--- src/rtl/apb_arb_master_if.sv ---
// rtl/apb_arb_master_if.sv - two requester ports plus the shared APB bus of apb_arb_master
interface apb_arb_master_if;
    logic        m0_req;
    logic [31:0] m0_addr;
    logic        m0_write;
    logic [31:0] m0_wdata;
    logic [3:0]  m0_strb;
    logic        m0_gnt;
    logic        m0_rvalid;
    logic [31:0] m0_rdata;
    logic        m0_err;

    logic        m1_req;
    logic [31:0] m1_addr;
    logic        m1_write;
    logic [31:0] m1_wdata;
    logic [3:0]  m1_strb;
    logic        m1_gnt;
    logic        m1_rvalid;
    logic [31:0] m1_rdata;
    logic        m1_err;

    logic [31:0] Paddr;
    logic        Pwrite;
    logic        Psel;
    logic        Penable;
    logic [31:0] Pwdata;
    logic [3:0]  Pstrb;
    logic [31:0] Prdata;
    logic        Pready;
    logic        Pslverr;

    modport master (
        input  m0_req, m0_addr, m0_write, m0_wdata, m0_strb,
        output m0_gnt, m0_rvalid, m0_rdata, m0_err,
        input  m1_req, m1_addr, m1_write, m1_wdata, m1_strb,
        output m1_gnt, m1_rvalid, m1_rdata, m1_err,
        output Paddr, Pwrite, Psel, Penable, Pwdata, Pstrb,
        input  Prdata, Pready, Pslverr
    );

    modport slave (
        output m0_req, m0_addr, m0_write, m0_wdata, m0_strb,
        input  m0_gnt, m0_rvalid, m0_rdata, m0_err,
        output m1_req, m1_addr, m1_write, m1_wdata, m1_strb,
        input  m1_gnt, m1_rvalid, m1_rdata, m1_err,
        input  Paddr, Pwrite, Psel, Penable, Pwdata, Pstrb,
        output Prdata, Pready, Pslverr
    );
endinterface

--- src/rtl/apb_arb_master.sv ---
// rtl/apb_arb_master.sv - round-robin arbiter sharing one APB bus between two requesters
// Sequences SETUP/ACCESS, returns a one-cycle completion pulse, and times out stalled slaves.
module apb_arb_master #(
    parameter int TIMEOUT = 16
) (
    input  logic              Pclk,
    input  logic              Prst,
    apb_arb_master_if.master  bus
);
    localparam int CNT_W = $clog2(TIMEOUT + 1);
    localparam logic [CNT_W-1:0] CNT_LAST = CNT_W'(TIMEOUT - 1);

    typedef enum logic [1:0] {IDLE, SETUP, ACCESS} state_t;

    state_t           state_q, state_d;
    logic             last_q, last_d;
    logic             owner_q, owner_d;
    logic [CNT_W-1:0] cnt_q, cnt_d;
    logic [31:0]      paddr_q, paddr_d;
    logic             pwrite_q, pwrite_d;
    logic [31:0]      pwdata_q, pwdata_d;
    logic [3:0]       pstrb_q, pstrb_d;
    logic             rvalid0_q, rvalid0_d;
    logic             rvalid1_q, rvalid1_d;
    logic [31:0]      rdata_q, rdata_d;
    logic             err_q, err_d;
    logic             gnt0, gnt1;

    // On a tie the port that did not win last time gets the bus.
    always_comb begin
        gnt0 = 1'b0;
        gnt1 = 1'b0;
        if (state_q == IDLE && !Prst) begin
            gnt0 = bus.m0_req && (!bus.m1_req || last_q);
            gnt1 = bus.m1_req && (!bus.m0_req || !last_q);
        end
    end

    always_comb begin
        state_d   = state_q;
        last_d    = last_q;
        owner_d   = owner_q;
        cnt_d     = cnt_q;
        paddr_d   = paddr_q;
        pwrite_d  = pwrite_q;
        pwdata_d  = pwdata_q;
        pstrb_d   = pstrb_q;
        rvalid0_d = 1'b0;
        rvalid1_d = 1'b0;
        rdata_d   = rdata_q;
        err_d     = err_q;
        case (state_q)
            IDLE: begin
                if (gnt0 || gnt1) begin
                    owner_d  = gnt1;
                    last_d   = gnt1;
                    paddr_d  = gnt1 ? bus.m1_addr  : bus.m0_addr;
                    pwrite_d = gnt1 ? bus.m1_write : bus.m0_write;
                    pwdata_d = gnt1 ? bus.m1_wdata : bus.m0_wdata;
                    pstrb_d  = gnt1 ? (bus.m1_write ? bus.m1_strb : 4'b0000)
                                    : (bus.m0_write ? bus.m0_strb : 4'b0000);
                    cnt_d    = '0;
                    state_d  = SETUP;
                end
            end
            SETUP: state_d = ACCESS;
            ACCESS: begin
                if (bus.Pready) begin
                    rdata_d   = pwrite_q ? 32'h0 : bus.Prdata;
                    err_d     = bus.Pslverr;
                    rvalid0_d = !owner_q;
                    rvalid1_d = owner_q;
                    state_d   = IDLE;
                end else begin
                    cnt_d = cnt_q + 1'b1;
                    if (cnt_q == CNT_LAST) begin
                        rdata_d   = 32'hFFFF_FFFF;
                        err_d     = 1'b1;
                        rvalid0_d = !owner_q;
                        rvalid1_d = owner_q;
                        state_d   = IDLE;
                    end
                end
            end
            default: state_d = IDLE;
        endcase
    end

    always_ff @(posedge Pclk) begin
        if (Prst) begin
            state_q   <= IDLE;
            last_q    <= 1'b1;
            owner_q   <= 1'b0;
            cnt_q     <= '0;
            paddr_q   <= '0;
            pwrite_q  <= 1'b0;
            pwdata_q  <= '0;
            pstrb_q   <= '0;
            rvalid0_q <= 1'b0;
            rvalid1_q <= 1'b0;
            rdata_q   <= '0;
            err_q     <= 1'b0;
        end else begin
            state_q   <= state_d;
            last_q    <= last_d;
            owner_q   <= owner_d;
            cnt_q     <= cnt_d;
            paddr_q   <= paddr_d;
            pwrite_q  <= pwrite_d;
            pwdata_q  <= pwdata_d;
            pstrb_q   <= pstrb_d;
            rvalid0_q <= rvalid0_d;
            rvalid1_q <= rvalid1_d;
            rdata_q   <= rdata_d;
            err_q     <= err_d;
        end
    end

    assign bus.m0_gnt    = gnt0;
    assign bus.m1_gnt    = gnt1;
    assign bus.m0_rvalid = rvalid0_q;
    assign bus.m1_rvalid = rvalid1_q;
    assign bus.m0_rdata  = rdata_q;
    assign bus.m1_rdata  = rdata_q;
    assign bus.m0_err    = err_q;
    assign bus.m1_err    = err_q;
    assign bus.Psel      = (state_q != IDLE);
    assign bus.Penable   = (state_q == ACCESS);
    assign bus.Paddr     = paddr_q;
    assign bus.Pwrite    = pwrite_q;
    assign bus.Pwdata    = pwdata_q;
    assign bus.Pstrb     = pstrb_q;
endmodule
--- src/flat_wrapper.sv ---
// flat-port wrapper written by rule: the top's interface ports become plain ports
module apb_arb_master_flat 
#(
    parameter int TIMEOUT = 16
)
  (Pclk, Prst, bus_m0_req, bus_m0_addr, bus_m0_write, bus_m0_wdata, bus_m0_strb, bus_m0_gnt, bus_m0_rvalid, bus_m0_rdata, bus_m0_err, bus_m1_req, bus_m1_addr, bus_m1_write, bus_m1_wdata, bus_m1_strb, bus_m1_gnt, bus_m1_rvalid, bus_m1_rdata, bus_m1_err, bus_Paddr, bus_Pwrite, bus_Psel, bus_Penable, bus_Pwdata, bus_Pstrb, bus_Prdata, bus_Pready, bus_Pslverr);
  apb_arb_master_if bus_i ();
  input  logic Pclk;
  input  logic Prst;
  input wire logic [$bits(bus_i.m0_req)-1:0] bus_m0_req;
  input wire logic [$bits(bus_i.m0_addr)-1:0] bus_m0_addr;
  input wire logic [$bits(bus_i.m0_write)-1:0] bus_m0_write;
  input wire logic [$bits(bus_i.m0_wdata)-1:0] bus_m0_wdata;
  input wire logic [$bits(bus_i.m0_strb)-1:0] bus_m0_strb;
  output wire logic [$bits(bus_i.m0_gnt)-1:0] bus_m0_gnt;
  output wire logic [$bits(bus_i.m0_rvalid)-1:0] bus_m0_rvalid;
  output wire logic [$bits(bus_i.m0_rdata)-1:0] bus_m0_rdata;
  output wire logic [$bits(bus_i.m0_err)-1:0] bus_m0_err;
  input wire logic [$bits(bus_i.m1_req)-1:0] bus_m1_req;
  input wire logic [$bits(bus_i.m1_addr)-1:0] bus_m1_addr;
  input wire logic [$bits(bus_i.m1_write)-1:0] bus_m1_write;
  input wire logic [$bits(bus_i.m1_wdata)-1:0] bus_m1_wdata;
  input wire logic [$bits(bus_i.m1_strb)-1:0] bus_m1_strb;
  output wire logic [$bits(bus_i.m1_gnt)-1:0] bus_m1_gnt;
  output wire logic [$bits(bus_i.m1_rvalid)-1:0] bus_m1_rvalid;
  output wire logic [$bits(bus_i.m1_rdata)-1:0] bus_m1_rdata;
  output wire logic [$bits(bus_i.m1_err)-1:0] bus_m1_err;
  output wire logic [$bits(bus_i.Paddr)-1:0] bus_Paddr;
  output wire logic [$bits(bus_i.Pwrite)-1:0] bus_Pwrite;
  output wire logic [$bits(bus_i.Psel)-1:0] bus_Psel;
  output wire logic [$bits(bus_i.Penable)-1:0] bus_Penable;
  output wire logic [$bits(bus_i.Pwdata)-1:0] bus_Pwdata;
  output wire logic [$bits(bus_i.Pstrb)-1:0] bus_Pstrb;
  input wire logic [$bits(bus_i.Prdata)-1:0] bus_Prdata;
  input wire logic [$bits(bus_i.Pready)-1:0] bus_Pready;
  input wire logic [$bits(bus_i.Pslverr)-1:0] bus_Pslverr;
  assign bus_i.m0_req = bus_m0_req;
  assign bus_i.m0_addr = bus_m0_addr;
  assign bus_i.m0_write = bus_m0_write;
  assign bus_i.m0_wdata = bus_m0_wdata;
  assign bus_i.m0_strb = bus_m0_strb;
  assign bus_m0_gnt = bus_i.m0_gnt;
  assign bus_m0_rvalid = bus_i.m0_rvalid;
  assign bus_m0_rdata = bus_i.m0_rdata;
  assign bus_m0_err = bus_i.m0_err;
  assign bus_i.m1_req = bus_m1_req;
  assign bus_i.m1_addr = bus_m1_addr;
  assign bus_i.m1_write = bus_m1_write;
  assign bus_i.m1_wdata = bus_m1_wdata;
  assign bus_i.m1_strb = bus_m1_strb;
  assign bus_m1_gnt = bus_i.m1_gnt;
  assign bus_m1_rvalid = bus_i.m1_rvalid;
  assign bus_m1_rdata = bus_i.m1_rdata;
  assign bus_m1_err = bus_i.m1_err;
  assign bus_Paddr = bus_i.Paddr;
  assign bus_Pwrite = bus_i.Pwrite;
  assign bus_Psel = bus_i.Psel;
  assign bus_Penable = bus_i.Penable;
  assign bus_Pwdata = bus_i.Pwdata;
  assign bus_Pstrb = bus_i.Pstrb;
  assign bus_i.Prdata = bus_Prdata;
  assign bus_i.Pready = bus_Pready;
  assign bus_i.Pslverr = bus_Pslverr;
  apb_arb_master #(.TIMEOUT(TIMEOUT)) u_core (.Pclk(Pclk), .Prst(Prst), .bus(bus_i));
endmodule
--- config.mk ---
export PLATFORM = sky130hd
export DESIGN_NAME = apb_arb_master_flat
export DESIGN_NICKNAME = d
export VERILOG_FILES = /design/src/rtl/apb_arb_master_if.sv /design/src/rtl/apb_arb_master.sv /design/src/flat_wrapper.sv
export SDC_FILE = /design/constraint.sdc
export NUM_CORES = 1
export LEC_CHECK = 0
export ABC_AREA = 1
export CORE_MARGIN = 4
export CORE_UTILIZATION = 38
export CTS_CLUSTER_SIZE = 14
export DETAILED_ROUTE_END_ITERATION = 6
export GPL_TIMING_DRIVEN = 0
export PLACE_DENSITY = 0.82
export RECOVER_POWER = 50
export SETUP_SLACK_MARGIN = 0.2
export SYNTH_ARGS = -nofsm -noshare
export SYNTH_HDL_FRONTEND = slang
export SYNTH_SLANG_ARGS = --single-unit
export TNS_END_PERCENT = 50
--- constraint.sdc ---
create_clock -name Pclk -period 1.9 [get_ports Pclk]
set_clock_uncertainty 0.2 [all_clocks]
set_input_delay 0.38 -clock Pclk [delete_from_list [all_inputs] [get_ports Pclk]]
set_output_delay 0.38 -clock Pclk [all_outputs]
set_load 0.01 [all_outputs]
==> impl_results.md, run 1 <==
- Status: finished clean
- PortBufs: 315
- TritonCTS buffer count: 17
- Synth warn: 0
- GR Overflow Total: 0
- Mapped Cells: 771
- Max Transition Viols Final: 0
- Detailed Route WL: 23,870 µm
- # hold bufs at CTS: 0
- Pwr Density: 806.5 nW/µm²
- Initial core utilization: 0.3923
- Vias post-DR: 6,574
- Main synth FF type: dfxtp_1
- Avg Inst Size Synth: 6.792 µm²
- Most frequent cell after synthesis: nand2_1
- Crit path capture type: output port
- Critical path startpoint category: register
- Crit path kind: reg -> out
- CP Data Arrival Time: 1.31 ns
- Tmin final: 1.891 ns
- Wire length per cell: 18.07 µm
- CP max FO: 2
- Final Hold Vio Count: 0
- Core footprint: 13,350 µm²
- Clk root buf: clkbuf_16
- Syn nets: 949
- Clk_lat worst skew: 0.41 ns
- List of most frequent post-synthesis cells: 213 x nand2_1, 175 x nor2_1, 113 x dfxtp_1
- # rows: 42
- Worst Max-Slew Pin Slew: 0.9856 ns
- Yosys top cell by area: dfxtp_1
- Slew headroom: 0.3429
- Share of layout cells above drive strength 1: 0.2393
- Clock buffer depth: 2
- Fillers: 998
- Max cap viols: 0
- Final setup viols: 0
- Die Ht: 125.4 µm
- Unrepaired setup endpoints after global routing: yes
- P&R area growth vs syn: 93.62%
- Die area: 15,720 µm²
- Setup TNS: 0 ns
- Fin area: 10,140 µm²
- Global Route Usage Sum: 0.2747
- Sequential element share of the synthesized area: 0.4320
- Area contributors post-synth: dfxtp_1 43%, nand2_1 15%, nor2_1 13%, o21ai_0 9.7%, buf_4 5.0%
- Flops & latches, synth: 113
- Max H-tree Level: 4
- Nets: 1,313
- Vias in the first global route: 6,246
- Clock Sink Count: 113
- Yosys top cell area share: 0.4320
- Max frequency: 528.7 MHz
- EDFF count, synth: 0
- Die Wd: 125.4 µm
- First-pass GRT wire length: 33,890 µm
- # DRC: 0
- Hold WC Path Type: in -> reg
- Leak: 4.895 nW
- Post-DRT Antenna Nets: 0
- Clock transition at the registers of the reported paths: 0.05 ns
- Dpl cell area: 8611 µm²
- Initial drt markers: 411
- Antenna Cells: 0
- Hold WS: 0.03094 ns
- Maximum VDD drop: 0.5833 mV
- Boundary Pins: 317
- DRT Pass-1 Iters: 5
- CP required: 1.32 ns
- Asr flop ratio synth: 0
- Vias per inst: 4.977
- Pin count of the biggest net entering global routing: 17
- Post-layout power: 8.177 mW
- Initial antenna violation count: 0
- CTS tree: yes
- Gpl congestion: 0.8323
- Post-Syn Area: 5236 µm²
- Hpwl dp: 15,310 µm
- Post-synth cell types: 25
- Fin crit share: 0.9955
## stage by stage
stage / setup slack [ns] / util / cells
detailed placement: -0.7190 / 0.6451 / 1262
global placement: -0.7211 / 0.6451 / 1262
global route: -0.03598 / 0.7596 / 1321
CTS: -0.02061 / 0.7437 / 1314
floorplan: 0.2130 / - / 771
finish: 0.008596 / 0.7596 / 1321
## state kept, by name, summed over array words and instances, names as in the netlist
register / count
u_core.bus.m0_err: 1
u_core.bus.Pwrite: 1
u_core.owner_q: 1
u_core.bus.Pstrb: 4
u_core.cnt_q: 5
u_core.last_q: 1
u_core.state_q: 2
u_core.bus.Paddr: 32
u_core.bus.m1_rvalid: 1
u_core.bus.Pwdata: 32
u_core.bus.m0_rvalid: 1
u_core.bus.m0_rdata: 32
## report_power, final
part | switching (mW) | internal, mW
clock | 1.10 | 2.15
combinational | 1.09 | 1.11
sequential | 0.140 | 2.60
## cell usage in the layout, fill, tap and decap left out, types with 19 or more instances in the layout
cell type        synthesis  final
buf_4                   35     73
buf_6                    7     19
nor2_2                   2     28
nor2_1                 175    113
nor2_4                   2     38
clkbuf_16                0     23
nand2_1                213    209
dfxtp_1                113    109
o21ai_0                101     62
o21ai_2                  0     23
clkdlybuf4s50_1          0    172
dlygate4sd2_1            0    103
a21oi_1                 38     38
## critical path, cell delays in order, from the launching register on
cell and delay, ns:
dfxtp_2 0.34, nor2_4 0.14, nand2_4 0.09, buf_6 0.13
nor2_4 0.10, buf_6 0.11
## cell type report
cell class / count / area, µm² / share of cell area
Tap cell: 176 / 220.2 / 0.02172
Sequential cell: 113 / 2272 / 0.2241
Timing Repair Buffer: 344 / 3336 / 0.3290
Clock inverter: 4 / 72.57 / 0.007158
Buffer: 82 / 694.4 / 0.06849
Inverter: 15 / 58.81 / 0.005800
Multi-Input combinational cell: 562 / 2959 / 0.2919
Clock buffer: 25 / 525.5 / 0.05183
## worst paths after layout
path / startpoint / end / slack (ns) / depth (start not counted)
max reg2reg: u_core.state_q[1]$_SDFFE_PP0P_ / u_core.bus.Paddr[10]$_SDFFE_PP0P_ / 0.04 / 11
max: u_core.state_q[1]$_SDFFE_PP0P_ / bus_m0_gnt / 0.009 / 5
min reg2reg: u_core.owner_q$_SDFFE_PP0P_ / u_core.bus.m0_rvalid$_SDFF_PP0_ / 0.25 / 1
min: Prst / u_core.cnt_q[1]$_SDFFE_PP0P_ / 0.03 / 2
## routing by layer
metal,routed length (µm),track usage
met1,8626,0.2915
met2,12690,0.5188
met3,1828,0.07505
met4,726,0.09694
met5,0,0
## cell families after synthesis
family                   Yosys count  synth area share
AND/OR/NAND/NOR                  415            0.3135
AO/OA/AOI/OAI                    143            0.1376
flip-flops                       113            0.4320
buffers and inverters             97            0.1104
adder cells (fa/ha/maj)            2          0.004778
XOR/XNOR                           1          0.001673
## what timing repair did
action | CTS | global route
cloned | 5 | 4
endpoints found under the hold margin | 0 | 0
endpoints found under the setup margin | 248 | 138
resized for setup | 433 | 94
buffers inserted | 18 | 3
pin swaps | 66 | 42
No activity file was read; power rests on OpenSTA's default activity.
==> inputs of run 2 (changes only) <==
--- a/constraint.sdc
+++ b/constraint.sdc
@@ -3,3 +3,3 @@
 set_input_delay 0.38 -clock Pclk [delete_from_list [all_inputs] [get_ports Pclk]]
 set_output_delay 0.38 -clock Pclk [all_outputs]
-set_load 0.01 [all_outputs]
+set_load 0.005 [all_outputs]
==> run 2 against run 1 <==
The run now ends with negative setup slack left. Register-to-register slack worse by 0.07 ns. Wire length up 12%. First-iteration DRC count increased by 14%. Critical path type is now reg -> reg. Count of clock-buffer cells in the layout stayed put. Setup slack got worse by 0.036 ns. Global-route usage grew 2.0 points. Sequential share of layout area down 1.7 points. Final cell count increased by 2.3%. Via count rose by 5.8%. Utilization is 8.1 points higher.
==> impl_results.md, run 2 (same netlist as run 1, synthesis figures left out) <==
- # hold bufs at CTS: 0 (unchanged)
- Crit path kind: reg -> reg (was reg -> out)
- CP max stage cell: dfxtp_4 (was dfxtp_2)
- Die area: 15,720 µm² (unchanged)
- Final WS setup: -0.02695 ns (was 0.008596 ns)
- DRT Pass-1 Iters: 5 (unchanged)
- P&R area growth vs syn: 114.2% (was 93.62%)
- Fin crit share: 1.014 (was 0.9955)
- Nets: 1,344 (was 1,313)
- Gpl congestion: 0.8323 (unchanged)
- Die Ht: 125.4 µm (unchanged)
- Critical path startpoint category: register (unchanged)
- Detailed Route WL: 26,710 µm (was 23,870 µm)
- First-pass GRT wire length: 36,120 µm (was 33,890 µm)
- # DRC: 0 (unchanged)
- TritonCTS buffer count: 17 (unchanged)
- Initial antenna violation count: 0 (unchanged)
- Clock buffer depth: 2 (unchanged)
- Worst path max stage delay: 0.35 ns (was 0.34 ns)
- Clk root buf: clkbuf_16 (unchanged)
- Antenna Cells: 0 (unchanged)
- Unrepaired setup endpoints after global routing: yes (unchanged)
- Max frequency: 519.0 MHz (was 528.7 MHz)
- Layout Cells excl Fill: 1,352 (was 1,321)
- Top cell family by delay on the critical path: buffers and inverters (was flip-flops)
- R2R Path End: u_core.bus.Paddr[2]$_SDFFE_PP0P_ (was u_core.bus.Paddr[10]$_SDFFE_PP0P_)
- Final Hold Vio Count: 0 (unchanged)
- Wire length per cell: 19.76 µm (was 18.07 µm)
- Critical-path cell list: buf_6, inv_4, nand2_4, nor2_4, buf_12, nand2_8, buf_12, buf_16, nand2_4, nand2_2, nor2_2, nor2_1 (was nor2_4, nand2_4, buf_6, nor2_4, buf_6)
- Pin count of the biggest net entering global routing: 17 (unchanged)
- Max H-tree Level: 4 (unchanged)
- Slew headroom: 0.4396 (was 0.3429)
- PortBufs: 315 (unchanged)
- Hold WC Path Type: in -> reg (unchanged)
- Clock Sink Count: 113 (unchanged)
- CTS tree: yes (unchanged)
- Inst Count DP: 1,262 (unchanged)
- Final setup viols: 1 (was 0)
- Vias per inst: 5.143 (was 4.977)
- Share of layout cells above drive strength 1: 0.3971 (was 0.2393)
- Clk_lat worst skew: 0.41 ns (about the same)
- Vias in the first global route: 6,649 (was 6,246)
- Stages on worst setup path: 12 (was 5)
- Pwr Density: 756.9 nW/µm² (was 806.5 nW/µm²)
- Leak: 5.239 nW (was 4.895 nW)
- Clock transition at the registers of the reported paths: 0.05 ns (about the same)
- Commonest non-fill, non-tap cell in the layout: clkdlybuf4s50_1 (was nand2_1)
- Die Wd: 125.4 µm (unchanged)
- Initial drt markers: 467 (was 411)
- Final core occ: 0.8403 (was 0.7596)
- Fillers: 731 (was 998)
- Violations in the final reports: negative setup slack
- R2r setup slk: -0.03 ns (was 0.04 ns)
- Max Transition Viols Final: 0 (unchanged)
- Worst Setup SP: u_core.state_q[0]$_SDFFE_PP0P_ (was u_core.state_q[1]$_SDFFE_PP0P_)
- CP Data Arrival Time: 2.02 ns (was 1.31 ns)
- R2r startpoint: u_core.state_q[0]$_SDFFE_PP0P_ (was u_core.state_q[1]$_SDFFE_PP0P_)
- CP max FO: 6 (was 2)
- Crit path capture type: register (was output port)
- Hpwl dp: 15,310 µm (unchanged)
- Initial core utilization: 0.3923 (unchanged)
- Vias post-DR: 6,954 (was 6,574)
- CP required: 1.99 ns (was 1.32 ns)
- Boundary Pins: 317 (unchanged)
- Tmin final: 1.927 ns (was 1.891 ns)
- Maximum VDD drop: 0.6265 mV (was 0.5833 mV)
- # rows: 42 (unchanged)
- Max cap viols: 0 (unchanged)
- Worst Path Buf+Inv: 5 (was 2)
- Setup crit end: u_core.bus.Paddr[2]$_SDFFE_PP0P_ (was bus_m0_gnt)
- Status: finished, violations left (was finished clean)
- Worst Max-Slew Pin Slew: 0.8406 ns (was 0.9856 ns)
- Post-DRT Antenna Nets: 0 (unchanged)
- Worst reg2reg path depth: 12 (was 11)
- Most frequent cells in the layout: 172 x clkdlybuf4s50_1, 142 x nor2_1, 105 x dlygate4sd2_1 (was 209 x nand2_1, 172 x clkdlybuf4s50_1, 113 x nor2_1)
- Global Route Usage Sum: 0.2943 (was 0.2747)
- GR Overflow Total: 0 (unchanged)
- Core footprint: 13,350 µm² (unchanged)
[run 2: cell count changes in the layout (fill, tap and decap cells not counted), sizes merged]
cell,previous run,this run
buf,112,129
clkdlybuf4s15,10,19
clkbuf,52,53
dlymetal6s2s,2,1
dlygate4sd2,103,105
inv,15,14
clkinvlp,1,2
nand2,217,220
[run 2: how the worst min path moves through the flow]
stage / slack, ns / cells past startpoint / from / endpoint
floorplan: 0.20 / 1 / u_core.owner_q$_SDFFE_PP0P_ / u_core.bus.m0_rvalid$_SDFF_PP0_
global placement: 0.20 / 1 / u_core.owner_q$_SDFFE_PP0P_ / u_core.bus.m0_rvalid$_SDFF_PP0_
detailed placement: 0.21 / 1 / u_core.owner_q$_SDFFE_PP0P_ / u_core.bus.m0_rvalid$_SDFF_PP0_
CTS: 0.01 / 2 / Prst / u_core.state_q[1]$_SDFFE_PP0P_
global route: 0.06 / 2 / Prst / u_core.bus.m0_rvalid$_SDFF_PP0_
finish: 0.06 / 2 / Prst / u_core.bus.m0_rvalid$_SDFF_PP0_
[run 2: worst reg2reg max path: stages, from the launching register on]
cell     delay (ns)
dfxtp_4        0.35
buf_6          0.13
inv_4          0.05
nand2_4        0.05
nor2_4         0.13
buf_12         0.15
nand2_8        0.11
buf_12         0.16
buf_16         0.14
nand2_4        0.05
nand2_2        0.05
nor2_2         0.15
nor2_1         0.08
[run 2: power by group]
| part | switching [mW] | leakage [nW] | internal [mW] |
|---|---|---|---|
| combinational | 1.16 | 4.00 | 1.30 |
| sequential | 0.166 | 0.945 | 2.61 |
| clock | 1.11 | 0.293 | 2.15 |
[run 2: per-stage QoR]
step / TNS, ns / power [mW] / setup WS [ns] / area [µm²] / hold WS [ns]
CTS: 0 / 8.111 / 0.01892 / 10380 / 0.01084
global placement: -35.87 / 4.510 / -0.6860 / 8611 / 0.2018
global route: -0.4141 / 8.772 / -0.05473 / 11220 / 0.06481
finish: -0.02695 / 8.489 / -0.02695 / 11220 / 0.06182
detailed placement: -39.76 / 4.530 / -0.6838 / 8611 / 0.2127
floorplan: 0 / 3.424 / 0.2130 / 5238 / 0.1982
[run 2: per-layer routing]
metal,wire [µm],up-vias,GRT usage
met5,0,-,0
met4,1308,0,0.1263
met3,2105,103,0.08614
met2,13870,383,0.5473
met1,9423,3243,0.3066
li1,-,3225,-
[run 2: repair_timing]
item	4_1_cts	5_1_grt
gates resized for setup	531	231
cloned	16	3
buffers inserted	34	8
pin swaps	148	180
setup endpoints to repair	248	126
[run 2: area by class of cell]
type                            instances  area [µm²]  area share
Sequential cell                       113        2322      0.2070
Timing Repair Buffer                  372        3750      0.3343
Clock buffer                           25       525.5     0.04685
Buffer                                 82       753.2     0.06716
Clock inverter                          4       72.57    0.006470
Inverter                               15       70.07    0.006247
Multi-Input combinational cell        565        3502      0.3122
Tap cell                              176       220.2     0.01963
